<file path="src/rtl/pipe_stage_buf.sv">
// Valid/ready pipeline-stage buffer: circular buffer with synchronous flush and saturating stall counter.
// Optional zero-latency pass-through when empty is enabled by defining PIPE_STAGE_BYPASS_EN.
module pipe_stage_buf #(
  parameter int WIDTH = 32,
  parameter int DEPTH = 2,
  localparam int CNT_W = $clog2(DEPTH + 1)
) (
  input  logic             clk,
  input  logic             rst,
  input  logic             flush,
  input  logic             s_valid,
  output logic             s_ready,
  input  logic [WIDTH-1:0] s_data,
  output logic             m_valid,
  input  logic             m_ready,
  output logic [WIDTH-1:0] m_data,
  output logic [CNT_W-1:0] count,
  output logic [31:0]      stall_cnt
);

  localparam int PTR_W = (DEPTH > 1) ? $clog2(DEPTH) : 1;

  logic [WIDTH-1:0] mem_q [DEPTH];
  logic [PTR_W-1:0] rp_q, rp_d;
  logic [PTR_W-1:0] wp_q, wp_d;
  logic [CNT_W-1:0] count_q, count_d;
  logic [31:0]      stall_q, stall_d;
  logic             push;
  logic             pop;
  logic             stall;

  // Explicit wrap so non-power-of-two depths stay inside the array.
  function automatic logic [PTR_W-1:0] next_ptr(input logic [PTR_W-1:0] p);
    return (p == PTR_W'(DEPTH - 1)) ? '0 : p + 1'b1;
  endfunction

  // s_ready looks only at registered occupancy, so there is no ready path through the stage.
  assign s_ready = (count_q < CNT_W'(DEPTH));
  assign stall   = s_valid && !s_ready;

`ifdef PIPE_STAGE_BYPASS_EN
  logic bypass;
  assign bypass  = (count_q == '0) && !flush;
  assign m_valid = bypass ? s_valid : (count_q != '0);
  assign m_data  = bypass ? s_data : mem_q[rp_q];
  // A word consumed on the bypass path never touches storage.
  assign push    = s_valid && s_ready && !(bypass && m_ready);
  assign pop     = (count_q != '0) && m_ready;
`else
  assign m_valid = (count_q != '0);
  assign m_data  = mem_q[rp_q];
  assign push    = s_valid && s_ready;
  assign pop     = m_valid && m_ready;
`endif

  always_comb begin
    rp_d    = rp_q;
    wp_d    = wp_q;
    count_d = count_q;
    stall_d = stall_q;
    if (stall && (stall_q != '1)) begin
      stall_d = stall_q + 32'd1;
    end
    if (flush) begin
      rp_d    = '0;
      wp_d    = '0;
      count_d = '0;
    end else begin
      if (push) begin
        wp_d = next_ptr(wp_q);
      end
      if (pop) begin
        rp_d = next_ptr(rp_q);
      end
      if (push && !pop) begin
        count_d = count_q + 1'b1;
      end else if (pop && !push) begin
        count_d = count_q - 1'b1;
      end
    end
  end

  always_ff @(posedge clk or posedge rst) begin
    if (rst) begin
      rp_q    <= '0;
      wp_q    <= '0;
      count_q <= '0;
      stall_q <= '0;
    end else begin
      rp_q    <= rp_d;
      wp_q    <= wp_d;
      count_q <= count_d;
      stall_q <= stall_d;
    end
  end

  // Payload storage carries no reset; only control state is cleared.
  always_ff @(posedge clk) begin
    if (push && !flush) begin
      mem_q[wp_q] <= s_data;
    end
  end

  assign count     = count_q;
  assign stall_cnt = stall_q;

endmodule

</file>
<file path="config.mk">
export PLATFORM = sky130hd
export DESIGN_NAME = pipe_stage_buf
export DESIGN_NICKNAME = d
export VERILOG_FILES = /design/src/rtl/pipe_stage_buf.sv
export SDC_FILE = /design/constraint.sdc
export NUM_CORES = 1
export LEC_CHECK = 0
export BUFFER_PORTS_ARGS = -buffer_cell sky130_fd_sc_hd__buf_4
export CAP_MARGIN = 20
export CORE_MARGIN = 3
export CORE_UTILIZATION = 53
export CTS_CLUSTER_SIZE = 10
export DETAILED_ROUTE_END_ITERATION = 8
export PLACE_DENSITY = 0.8
export SETUP_SLACK_MARGIN = 0.15
export SKIP_CTS_REPAIR_TIMING = 1
export SLEW_MARGIN = 20
export SYNTH_ARGS = -nofsm -noshare
export SYNTH_HDL_FRONTEND = slang
export SYNTH_SLANG_ARGS = --single-unit
</file>
<file path="constraint.sdc">
create_clock -name clk -period 5.1 [get_ports clk]
set_clock_uncertainty 0.15 [all_clocks]
set_input_delay 0.765 -clock clk [delete_from_list [all_inputs] [get_ports clk]]
set_output_delay 0.765 -clock clk [all_outputs]
set_load 0.05 [all_outputs]
</file>
**After elaboration in Yosys (flattened, before gate mapping)**

Memory sizes are Yosys's and may differ from the RTL's.
Cells that the tools add are included.

- Equal/unequal tests: 1
- $lt $le $gt $ge: 1
- Add/subtract/negate cells: 5
- Reductions and logical operators: 15
- Muxes and demuxes: 11

Operator list:

| cell | count |
|---|---|
| adder 32 x 1 -> 32 bit, second input constant | 1 |
| inequality test 32 bit, second input constant | 1 |
| two-way mux 1 bit | 8 |
| logical AND 1 bit | 7 |
| two-way mux 2 bit | 3 |
| nonzero test 2 bit | 3 |
| logical NOT 1 bit | 4 |
| nonzero test 3 bit | 1 |
| adder 1 bit, second input constant | 2 |
| adder 2 x 1 -> 2 bit, second input constant | 1 |
| less-than comparator 2 bit, second input constant | 1 |
| subtractor 2 x 1 -> 2 bit, second input constant | 1 |

- Word-level logic and storage cells: 38
- Output and inout port bits: 68
- Input bits: 37
- Memories kept: 1
- Memory bits (writable): 64
- Register bits after elaboration: 36

Memories:

| memory | depth | bits a word | read ports | clocked after Yosys merged registers in | wr ports | RTL line | text |
|---|---|---|---|---|---|---|---|
| mem_q | 2 | 32 | 1 | 0 | 1 | 23 | `logic [WIDTH-1:0] mem_q [DEPTH];` |

**Logic depth before layout (Yosys ltp)**

- Depth after elaboration: 7
- Depth in mapped cells: 7

**Worst setup path after synthesis**

No wires, ideal clock.

- Path kind: reg2reg
- Start point: register count_q[1] (netlist: count[1])
- End point: memory mem_q[1][0], enable pin
- Data required time: 4482 ps
- Clock period less this slack: 4220 ps
- Arrival: 3602 ps
- Slack: 880 ps
- Cell stages (with the launch flop): 4
- Buffers on the path: 0
- Path through: dfrtp_1 > inv_1 > nand2_1 > nor3b_1

- Word-level cells in the longest chain between the ends: 5

Ends and longest elaborated chain:

| item | RTL line | text |
|---|---|---|
| from (decl) | 26 | `logic [CNT_W-1:0] count_q, count_d;` |
| from (signal assigned) | 92 | `count_q <= count_d;` |
| less-than comparator 2 bit | 38 | `assign s_ready = (count_q < CNT_W'(DEPTH));` |
| via s_ready | 12 | `output logic s_ready,` |
| logical AND 1 bit | 52 | `assign push = s_valid && s_ready;` |
| logical AND 1 bit | 99 | `if (push && !flush) begin` |
| two-way mux 1 bit | 99 |  |
| two-way mux 1 bit (not written as such) | 100 | `mem_q[wp_q] <= s_data;` |
| to (decl) | 23 |  |

The timed path passes the listed nets, and every way through them passes these cells.

**Worst setup path after layout**

- Start point: register rp_q
- End point: output port m_data[23]

- Word-level cells in the longest chain between the ends: 1

Ends and longest elaborated chain:

| item | RTL line | text |
|---|---|---|
| from (decl) | 24 | `logic [PTR_W-1:0] rp_q, rp_d;` |
| from (signal assigned) | 90 | `rp_q <= rp_d;` |
| memory read (2 x 32 bit) | - |  |
| to (decl) | 16 | `output logic [WIDTH-1:0] m_data,` |

Every way passes these cells.

==> out/results.txt <==
post-route minimum period: 2620 ps
Crit Path Max Fanout: 32
routed wire length per instance: 15.8 um
Sink Count: 100
worst slew pin tran: 441 ps
Mapped Nets: 306
largest net degree at the start of global routing: 37
RSZ-0062 raised after global routing: no
Final Slew Violations: 0
Initial Util: 0.557
register share of total power: 0.523
Overall Global Routing Usage: 0.181
Final ANT Viol Nets: 0
Hold WC Path Type: primary input to asynchronous set/reset pin
worst skew pair latency: 350 ps
CORE AREA: 7370 um^2
Max transition margin: 0.706
die width: 94.0 um
drt drc: 0
status: finished clean
CP max stage delay: 400 ps
DP Worst Slack: 2750 ps
sw frac: 0.271
Post-synth ARST share: 0.360
post-synthesis cell count: 268
#FFs+latches synth: 100
total power: 1.75 mW
leakage power: 2.20 nW
setup TNS after final layout: 0 ps
Final Instance Area: 5250 um^2
fin crit share: 0.514
yosys warns: 0
# setup viols final: 0
initial antenna violation count: 0
Filler Cells Inserted: 497
Cell Int Power: 1.28 mW
area grow syn2layout: 27.8%
Total Wirelength: 7670 um
Req. time, crit path: 4180 ps
CP Cell Sequence: buf_4 -> mux2_2 -> buf_4
worst hold margin: 355 ps
Max-Cap Viols: 0
grt met1 use: 0.235
first-pass GRT wire length: 12,400 um
layout cells sized above 1: 0.433
Logic pwr share: 0.165
critical path capture point type: output port
Main synth FF type: edfxtp_1
crit path kind: flop to output port
placed cell area: 5020 um^2
final core area utilization: 0.712
post-synth cell types: 37
Post-DP HPWL: 5350 um
sequential-to-total area share from yosys stat: 0.687
initial DRC count: 53
Clock Pin Slew Worst Setup and Hold Paths: 90 ps
clk buf depth: 2
DR pass1 iterations: 4
port bufs: 104
syn_area_per_cell: 15.3 um^2
busiest grt layer: met2
f_max: 0.381 GHz
H-tree depth: 3
GRT overflow: 0
min setup slack post-route: 2480 ps
Hold Fails Final Rpt: 0
clock share of power: 0.312
CP max-delay cell: mux2_2
met3 Use GR: 0.0449
EDFF count, synth: 64
CTS tree: built
M2 GR Usage: 0.298
Power Density: 334 nW/um^2
vias: 2,538
CTS buffer count: 9
dpl cells: 469
vias in the first global route: 2,592
fin nets: 419
CP startpoint kind: flop
Final Non-Filler Cells: 485
crit path DAT: 1710 ps
antenna diode instance count: 0
gp weighted congestion: 0.823
cell repeated most along the worst path: buf_4
post-DR vias/cell: 5.23
Die Ht: 94.0 um
Synth Cell Area: 4110 um^2
num ports: 105
Psw: 0.475 mW
die area: 8840 um^2
Max IR drop VDD: 160 uV
Rows: 31
Root Buffer: clkbuf_8
[cell usage in the layout, fill, tap and decap left out, types with 2 or more instances in the layout]
master / n
clkbuf_8: 9
nor2b_1: 4
nor2_1: 8
nand4_1: 11
buf_4: 108
nor4_1: 2
nand3_1: 9
edfxtp_1: 64
bufinv_16: 2
clkinv_2: 2
and3_1: 7
and4_1: 5
dfrtp_1: 36
mux2_2: 32
xor2_1: 13
xnor2_1: 19
and2_1: 2
nand2_1: 16
a21oi_1: 2
a211oi_4: 2
inv_1: 4
nor3_1: 6
a31oi_1: 2
[kinds of logic after synthesis]
logic type	count (synthesis)	synth area share
AOI/OAI and AO/OA	9	0.0204
buffers and inverters	10	0.0101
adders and majority gates	1	0.00305
xor gates and xnor gates	32	0.0683
muxes	33	0.0905
DFF	100	0.687
and+or+nand+nor	83	0.120
[per-layer routing]
metal  wire, um  up-vias
met1       3320     1228
met2       3730       84
met5          0        -
met4        123        0
li1           -     1216
met3        492       10
[sequential cells by signal, summed over array words and instances (netlist names)]
| register | flops |
|---|---|
| count | 2 |
| wp_q | 1 |
| rp_q | 1 |
| stall_cnt | 32 |
| mem_q | 64 |
[cells in the mapped netlist (2+ instances only)]
master    instances  area, um^2
a211oi_4          2        40.0
a21oi_1           2        10.0
a31oi_1           2        12.5
and2_1            2        12.5
and3_1            7        43.8
and4_1            5        43.8
clkbuf_1          5        18.8
dfrtp_1          36         901
edfxtp_1         64        1920
inv_1             4        15.0
mux2_2           32         360
nand2_1          16        60.1
nand3_1           9        45.0
nand4_1          11        68.8
nor2_1            8        30.0
nor2b_1           4        25.0
nor3_1            7        35.0
nor3b_1           2        15.0
nor4_1            2        12.5
xnor2_1          19         166
xor2_1           13         114
[worst max-delay path: cells and delay by family (launching register included)]
kind	cells	cell delay, ps
mux	1	400
buf+inv	2	580
flops	1	380
[worst paths after layout]
path / startpoint / end / slack, ps / cells past startpoint
setup / recovery: rp_q$_DFFE_PP0P_ / m_data[23] / 2480 / 3
hold / removal: rst / count[0]$_DFFE_PP0P_ / 360 / 3
setup reg to reg: stall_cnt[11]$_DFFE_PP0P_ / stall_cnt[1]$_DFFE_PP0P_ / 2840 / 5
hold reg to reg: stall_cnt[21]$_DFFE_PP0P_ / stall_cnt[21]$_DFFE_PP0P_ / 360 / 1
max in group asynchronous: rst / stall_cnt[8]$_DFFE_PP0P_ / 4120 / 3
min in group clk: stall_cnt[21]$_DFFE_PP0P_ / stall_cnt[21]$_DFFE_PP0P_ / 360 / 1
[cell type report]
cell class | count | area (um^2) | share of cell area
timing repair buffer | 108 | 811 | 0.155
tap | 99 | 124 | 0.0236
multi-input combinational | 158 | 1250 | 0.239
clock inverter | 7 | 97.6 | 0.0186
clock buffer | 9 | 124 | 0.0236
inverter | 4 | 15.0 | 0.00286
sequential | 100 | 2820 | 0.538
[power by group through the flow]
stage / clock, mW / combinational, mW / sequential (mW)
final: 0.548 / 0.289 / 0.917
after global routing: 0.592 / 0.306 / 0.922
after CTS: 0.558 / 0.293 / 0.918
after detailed placement: 0 / 0.292 / 0.935
after global placement: 0 / 0.288 / 0.933
after floorplan: 0 / 0.157 / 0.969
Power figures use the tool's default switching activity.
